<file path="config.mk">
export PLATFORM = sky130hd
export DESIGN_NAME = ahb_bus_matrix_arbiter
export DESIGN_NICKNAME = d
export VERILOG_FILES = /design/src/rtl/ahb_bus_matrix_arbiter.sv
export SDC_FILE = /design/constraint.sdc
export NUM_CORES = 1
export LEC_CHECK = 0
export CAP_MARGIN = 10
export CORE_UTILIZATION = 60
export CTS_CLUSTER_DIAMETER = 150
export DETAILED_ROUTE_END_ITERATION = 16
export DONT_BUFFER_PORTS = 1
export PLACE_DENSITY_LB_ADDON = 0.1
export SYNTH_ARGS = -nofsm -noshare
export SYNTH_HDL_FRONTEND = slang
export SYNTH_SLANG_ARGS = --single-unit
</file>
<file path="constraint.sdc">
create_clock -name HCLK -period 8.32 [get_ports HCLK]
set_input_delay 1.248 -clock HCLK [delete_from_list [all_inputs] [get_ports HCLK]]
set_output_delay 1.248 -clock HCLK [all_outputs]
set_load 0.03 [all_outputs]
</file>
<file path="src/rtl/ahb_bus_matrix_arbiter.sv">
`default_nettype none
// ============================================================================
// Module      : ahb_bus_matrix_arbiter
// Description : Round-robin arbiter for one AHB bus-matrix output stage.
//               Several input stages share one slave port. The arbiter picks
//               the owner of the output address phase and keeps that owner
//               through fixed-length bursts, locked sequences and BUSY beats
//               of undefined-length bursts. It also tracks the data-phase
//               owner, which the output mux uses to steer write data and
//               responses.
//
// Ports       : HCLK          AHB clock
//               HRESET        synchronous active-high reset
//               REQ           per-port request for this slave
//               LOCK          per-port HMASTLOCK of the pending/current transfer
//               HTRANSM       HTRANS currently driven on the output stage
//               HBURSTM       HBURST currently driven on the output stage
//               HREADYM       HREADY from the slave (1 = address phase accepted)
//               ADDR_IN_PORT  port that owns the address phase
//               NO_PORT       no port owns the address phase (mux drives IDLE)
//               DATA_IN_PORT  port that owns the data phase
//               DATA_VALID    data phase is an active NONSEQ/SEQ transfer
//               HMASTLOCKM    lock forwarded to the slave
//
// Revision    : 1.0 - initial release
// ============================================================================
module ahb_bus_matrix_arbiter #(
    parameter int NUM_PORTS = 4,   // requesting input stages, 2..8
    parameter int IDX_W     = 2    // port index width, 2**IDX_W >= NUM_PORTS
) (
    input  logic                 HCLK,
    input  logic                 HRESET,
    input  logic [NUM_PORTS-1:0] REQ,
    input  logic [NUM_PORTS-1:0] LOCK,
    input  logic [1:0]           HTRANSM,
    input  logic [2:0]           HBURSTM,
    input  logic                 HREADYM,
    output logic [IDX_W-1:0]     ADDR_IN_PORT,
    output logic                 NO_PORT,
    output logic [IDX_W-1:0]     DATA_IN_PORT,
    output logic                 DATA_VALID,
    output logic                 HMASTLOCKM
);

    // ------------------------------------------------------------------------
    // Constants
    // ------------------------------------------------------------------------
    localparam logic [1:0] c_TRANS_IDLE   = 2'b00;
    localparam logic [1:0] c_TRANS_BUSY   = 2'b01;
    localparam logic [1:0] c_TRANS_NONSEQ = 2'b10;
    localparam logic [1:0] c_TRANS_SEQ    = 2'b11;

    localparam logic [2:0] c_BURST_SINGLE = 3'b000;
    localparam logic [2:0] c_BURST_INCR   = 3'b001;
    localparam logic [2:0] c_BURST_WRAP4  = 3'b010;
    localparam logic [2:0] c_BURST_INCR4  = 3'b011;
    localparam logic [2:0] c_BURST_WRAP8  = 3'b100;
    localparam logic [2:0] c_BURST_INCR8  = 3'b101;
    localparam logic [2:0] c_BURST_WRAP16 = 3'b110;
    localparam logic [2:0] c_BURST_INCR16 = 3'b111;

    localparam int         c_CNT_W        = 4;
    localparam int         c_IDX_SPAN     = 2 ** IDX_W;
    // Last-grant pointer starts at the highest port so port 0 wins first.
    localparam logic [IDX_W-1:0] c_LAST_RESET = IDX_W'(NUM_PORTS - 1);

    // ------------------------------------------------------------------------
    // State
    // ------------------------------------------------------------------------
    logic [IDX_W-1:0]   r_addr_port;
    logic               r_no_port;
    logic [IDX_W-1:0]   r_data_port;
    logic               r_data_valid;
    logic [IDX_W-1:0]   r_last_grant;
    logic [c_CNT_W-1:0] r_beat_cnt;

    // ------------------------------------------------------------------------
    // LOCK widened to the full index range so it can be indexed by any
    // IDX_W-bit value; unused codes read as unlocked.
    // ------------------------------------------------------------------------
    logic [c_IDX_SPAN-1:0] w_lock_ext;

    generate
        for (genvar gi = 0; gi < c_IDX_SPAN; gi++) begin : g_lock_ext
            if (gi < NUM_PORTS) begin : g_real
                assign w_lock_ext[gi] = LOCK[gi];
            end else begin : g_pad
                assign w_lock_ext[gi] = 1'b0;
            end
        end
    endgenerate

    logic w_owner_locked;
    assign w_owner_locked = ~r_no_port & w_lock_ext[r_addr_port];

    // ------------------------------------------------------------------------
    // Beat counter next value: remaining beats of the burst in progress
    // after the transfer currently on the bus has been accepted.
    // ------------------------------------------------------------------------
    logic [c_CNT_W-1:0] w_cnt_next;

    always_comb begin
        w_cnt_next = r_beat_cnt;
        case (HTRANSM)
            c_TRANS_IDLE: begin
                w_cnt_next = '0;
            end
            c_TRANS_BUSY: begin
                w_cnt_next = r_beat_cnt;
            end
            c_TRANS_NONSEQ: begin
                case (HBURSTM)
                    c_BURST_WRAP4,  c_BURST_INCR4:  w_cnt_next = 4'd3;
                    c_BURST_WRAP8,  c_BURST_INCR8:  w_cnt_next = 4'd7;
                    c_BURST_WRAP16, c_BURST_INCR16: w_cnt_next = 4'd15;
                    c_BURST_SINGLE, c_BURST_INCR:   w_cnt_next = 4'd0;
                    default:                        w_cnt_next = 4'd0;
                endcase
            end
            c_TRANS_SEQ: begin
                // Saturate at zero: a SEQ past the end of a fixed burst (or
                // during an INCR burst) must not wrap the counter.
                if (r_beat_cnt != '0) begin
                    w_cnt_next = r_beat_cnt - 1'b1;
                end else begin
                    w_cnt_next = '0;
                end
            end
            default: begin
                w_cnt_next = r_beat_cnt;
            end
        endcase
    end

    // Ownership is frozen while the owner is locked, while a fixed-length
    // burst still has beats left, or while an INCR burst is paused in BUSY.
    logic w_hold;
    assign w_hold = w_owner_locked
                  | (w_cnt_next != '0)
                  | ((HTRANSM == c_TRANS_BUSY) && (HBURSTM == c_BURST_INCR));

    // ------------------------------------------------------------------------
    // Round-robin search. Each requester gets a priority distance from the
    // port after the last grant; the smallest distance wins. The distance is
    // (j - last_grant - 1) mod NUM_PORTS, formed with one conditional
    // subtract instead of a divider.
    // ------------------------------------------------------------------------
    logic             w_grant_valid;
    logic [IDX_W-1:0] w_grant_idx;
    int               w_dist;
    int               w_best_dist;

    always_comb begin
        w_grant_valid = 1'b0;
        w_grant_idx   = '0;
        w_dist        = 0;
        w_best_dist   = NUM_PORTS;
        for (int j = 0; j < NUM_PORTS; j++) begin
            w_dist = j + NUM_PORTS - 1 - int'(r_last_grant);
            if (w_dist >= NUM_PORTS) begin
                w_dist = w_dist - NUM_PORTS;
            end
            if (REQ[j] && (w_dist < w_best_dist)) begin
                w_best_dist   = w_dist;
                w_grant_idx   = IDX_W'(j);
                w_grant_valid = 1'b1;
            end
        end
    end

    // ------------------------------------------------------------------------
    // Registers. Nothing moves unless the slave accepts the address phase,
    // so the grant never changes in the middle of a wait state. The data
    // phase registers capture the address-phase owner on the same edge the
    // address ownership is re-decided.
    // ------------------------------------------------------------------------
    always_ff @(posedge HCLK) begin
        if (HRESET) begin
            r_addr_port  <= '0;
            r_no_port    <= 1'b1;
            r_data_port  <= '0;
            r_data_valid <= 1'b0;
            r_last_grant <= c_LAST_RESET;
            r_beat_cnt   <= '0;
        end else if (HREADYM) begin
            r_beat_cnt   <= w_cnt_next;
            r_data_port  <= r_addr_port;
            r_data_valid <= ~r_no_port & HTRANSM[1];
            if (!w_hold) begin
                if (w_grant_valid) begin
                    r_addr_port  <= w_grant_idx;
                    r_no_port    <= 1'b0;
                    r_last_grant <= w_grant_idx;
                end else begin
                    // Nobody requesting: park on the previous owner so the
                    // mux select is stable, but mark the stage as unowned.
                    r_no_port    <= 1'b1;
                end
            end
        end
    end

    // ------------------------------------------------------------------------
    // Outputs
    // ------------------------------------------------------------------------
    assign ADDR_IN_PORT = r_addr_port;
    assign NO_PORT      = r_no_port;
    assign DATA_IN_PORT = r_data_port;
    assign DATA_VALID   = r_data_valid;
    assign HMASTLOCKM   = w_owner_locked;

endmodule
`default_nettype wire

</file>
==> metrics <==
DRC viols 0; EDFF count, synth 0; pwr dens 205 nW/µm²; Layout Skew 0.00673 ns; RePlAce Congestion 0.868; drt wl/cell 14.0 µm; Setup TNS 0 ns; maximum vdd drop 133 µV; CP max FO 8; Crit. End Element flop; Synth cell types 44; Design Area, Final 1210 µm²; standard-cell row count 15; placed cell area 1170 µm²; clock slew at reported path FFs 0.08 ns; Final setup viols 0; pin count of the biggest net entering global routing 13; antenna violations before repair 0; drt via density 5.90; Clock Tree Buf Depth 2; Final Net Count 173; Post-Route WL 2300 µm; Ports 23; n_diodes 0; Async SR Flop Fraction 0; Mean Syn Cell Area 8.34 µm²; Final Power 0.249 mW; Worst Path Arrival 5.37 ns; HP Class flop to flop; area delta synth->final 5.22%; Initial Utilization 0.652; Cell Area, Synth 1150 µm²; Finished Core Util 0.687; Post-CTS Setup Inserts 0; WS Path Type primary input to flop; RSZ-0062 raised after global routing false; run status completed; hold-fix buffers at CTS 0; htree depth 1; Seq/Total Area, Yosys 0.209; max-capacitance violation count 0; Initial DRT Pass Iterations 4; Total GRT Usage 0.245; Port-buffer cells 0; worst skew pair latency 0.28 ns; Core Area 1760 µm²; DRT antenna net count 0; grt ovf 0; layout cell share with drive strength beyond 1 0.0929; fin crit share 0.626; drt first-iter violations 14; DP Wirelength 1870 µm; total CTS buffers 3; Die X 45.8 µm; FMAX 0.192 GHz; synth top area cells dfxtp_1 (21%), ha_1 (17%), nand2_1 (4.6%); root buffer cell clkbuf_4; post-cts resize count 0; fin. max-slew vios 0; vias in the first global route 862; Leak 0.543 nW; R2R Setup Slk 3.16 ns; Die ar. 2100 µm²; leading area contributor after synthesis dfxtp_1; Startpoint Class primary input; Worst Max-Slew Pin Slew 0.432 ns; cells after synthesis 138; post-synth top area share 0.209; data required time of the worst path 8.49 ns; vias 973; ys flop type dfxtp_1; first-pass GRT wire length 3680 µm; syn_nets 170; endpoints failing hold 0; CTS Sinks 12; CTS tree built; Ys Warns 0; Die Span Y 45.8 µm; Worst slew margin 0.712; flops & latches, synth 12; post-layout min period 5.21 ns
[state kept, by name, indices dropped and copies added (netlist names)]
signal / flops
r_beat_cnt: 4
ADDR_IN_PORT: 2
DATA_IN_PORT: 2
r_last_grant: 2
DATA_VALID: 1
NO_PORT: 1
[final timing paths]
kind / startpoint / cells after the start / to
setup / recovery: REQ[0] / 18 / ADDR_IN_PORT[0]
hold / removal: r_beat_cnt[1] / 2 / r_beat_cnt[1]
setup reg to reg: r_last_grant[0] / 19 / ADDR_IN_PORT[0]
hold reg to reg: r_beat_cnt[1] / 2 / r_beat_cnt[1]
[area by class of cell]
class                   instances  area [µm²]
multi-input cells             113         862
well taps                      25        31.3
clock buffers                   4        36.3
flip-flops and latches         12         240
fillers                       156         553
inverters                      11        41.3
[kinds of logic (layout without fill, tap and decap cells)]
logic type                 after synthesis  after routing  share of synthesized area
and+or+nand+nor                         52             52                      0.241
AOI/OAI and AO/OA                       39             39                      0.267
adders and majority gates               16             16                      0.174
buffers and inverters                   13             15                     0.0424
DFF                                     12             12                      0.209
muxes                                    5              5                     0.0587
xor gates and xnor gates                 1              1                    0.00761
[report_power, final]
part           switching (mW)  internal, mW
clock network          0.0199        0.0266
logic                  0.0642        0.0562
registers              0.0177        0.0642
total                   0.102         0.147
[metrics by stage]
step	hold WS (ns)	setup WS (ns)	std cells
2_1_floorplan	0.508	3.30	138
3_3_place_gp	0.548	3.01	161
3_5_place_dp	0.557	2.86	161
4_1_cts	0.571	3.12	165
5_1_grt	0.644	2.80	165
6_report	0.574	3.11	165
[Yosys cell counts (all sizes together), types with 2 or more instances]
cell type,instances
a2111oi,2
a21o,4
a21oi,6
a22oi,2
and2,4
clkbuf,2
dfxtp,12
ha,16
inv,11
mux2i,3
nand2,14
nand2b,7
nor2,12
nor2b,8
nor3,4
o211ai,2
o21ai,10
[routing by layer]
layer	routed length [µm]	GRT usage	vias to the layer above	share of wire
met1	1100	0.337	440	0.48
met3	183	0.0952	2	0.079
met5	0	0	-	0
li1	-	-	500	-
met4	12	0.0294	0	0.0052
met2	1000	0.374	31	0.44
[critical path, cell delays in order]
cell	delay, ns
nand2_1	0.06
ha_1	0.29
a2111oi_0	0.37
a211o_1	0.27
mux2_1	0.37
ha_1	0.28
o21ai_1	0.06
a31oi_1	0.31
a21bo_1	0.27
nand2_1	0.16
mux2i_1	0.23
ha_1	0.26
nand2_1	0.08
o211ai_1	0.09
o311a_1	0.40
o41ai_1	0.34
nor2b_1	0.22
nor3_2	0.06
[cell usage in the layout, fill, tap and decap left out, drive strengths merged, types with 4 or more instances in the layout]
master   n
o21ai   10
nor2    12
dfxtp   12
inv     11
nor3     4
nand2   14
ha      16
nor2b    8
nand2b   7
clkbuf   4
a21o     4
a21oi    6
and2     4
(Power assumes the default switching activity.)
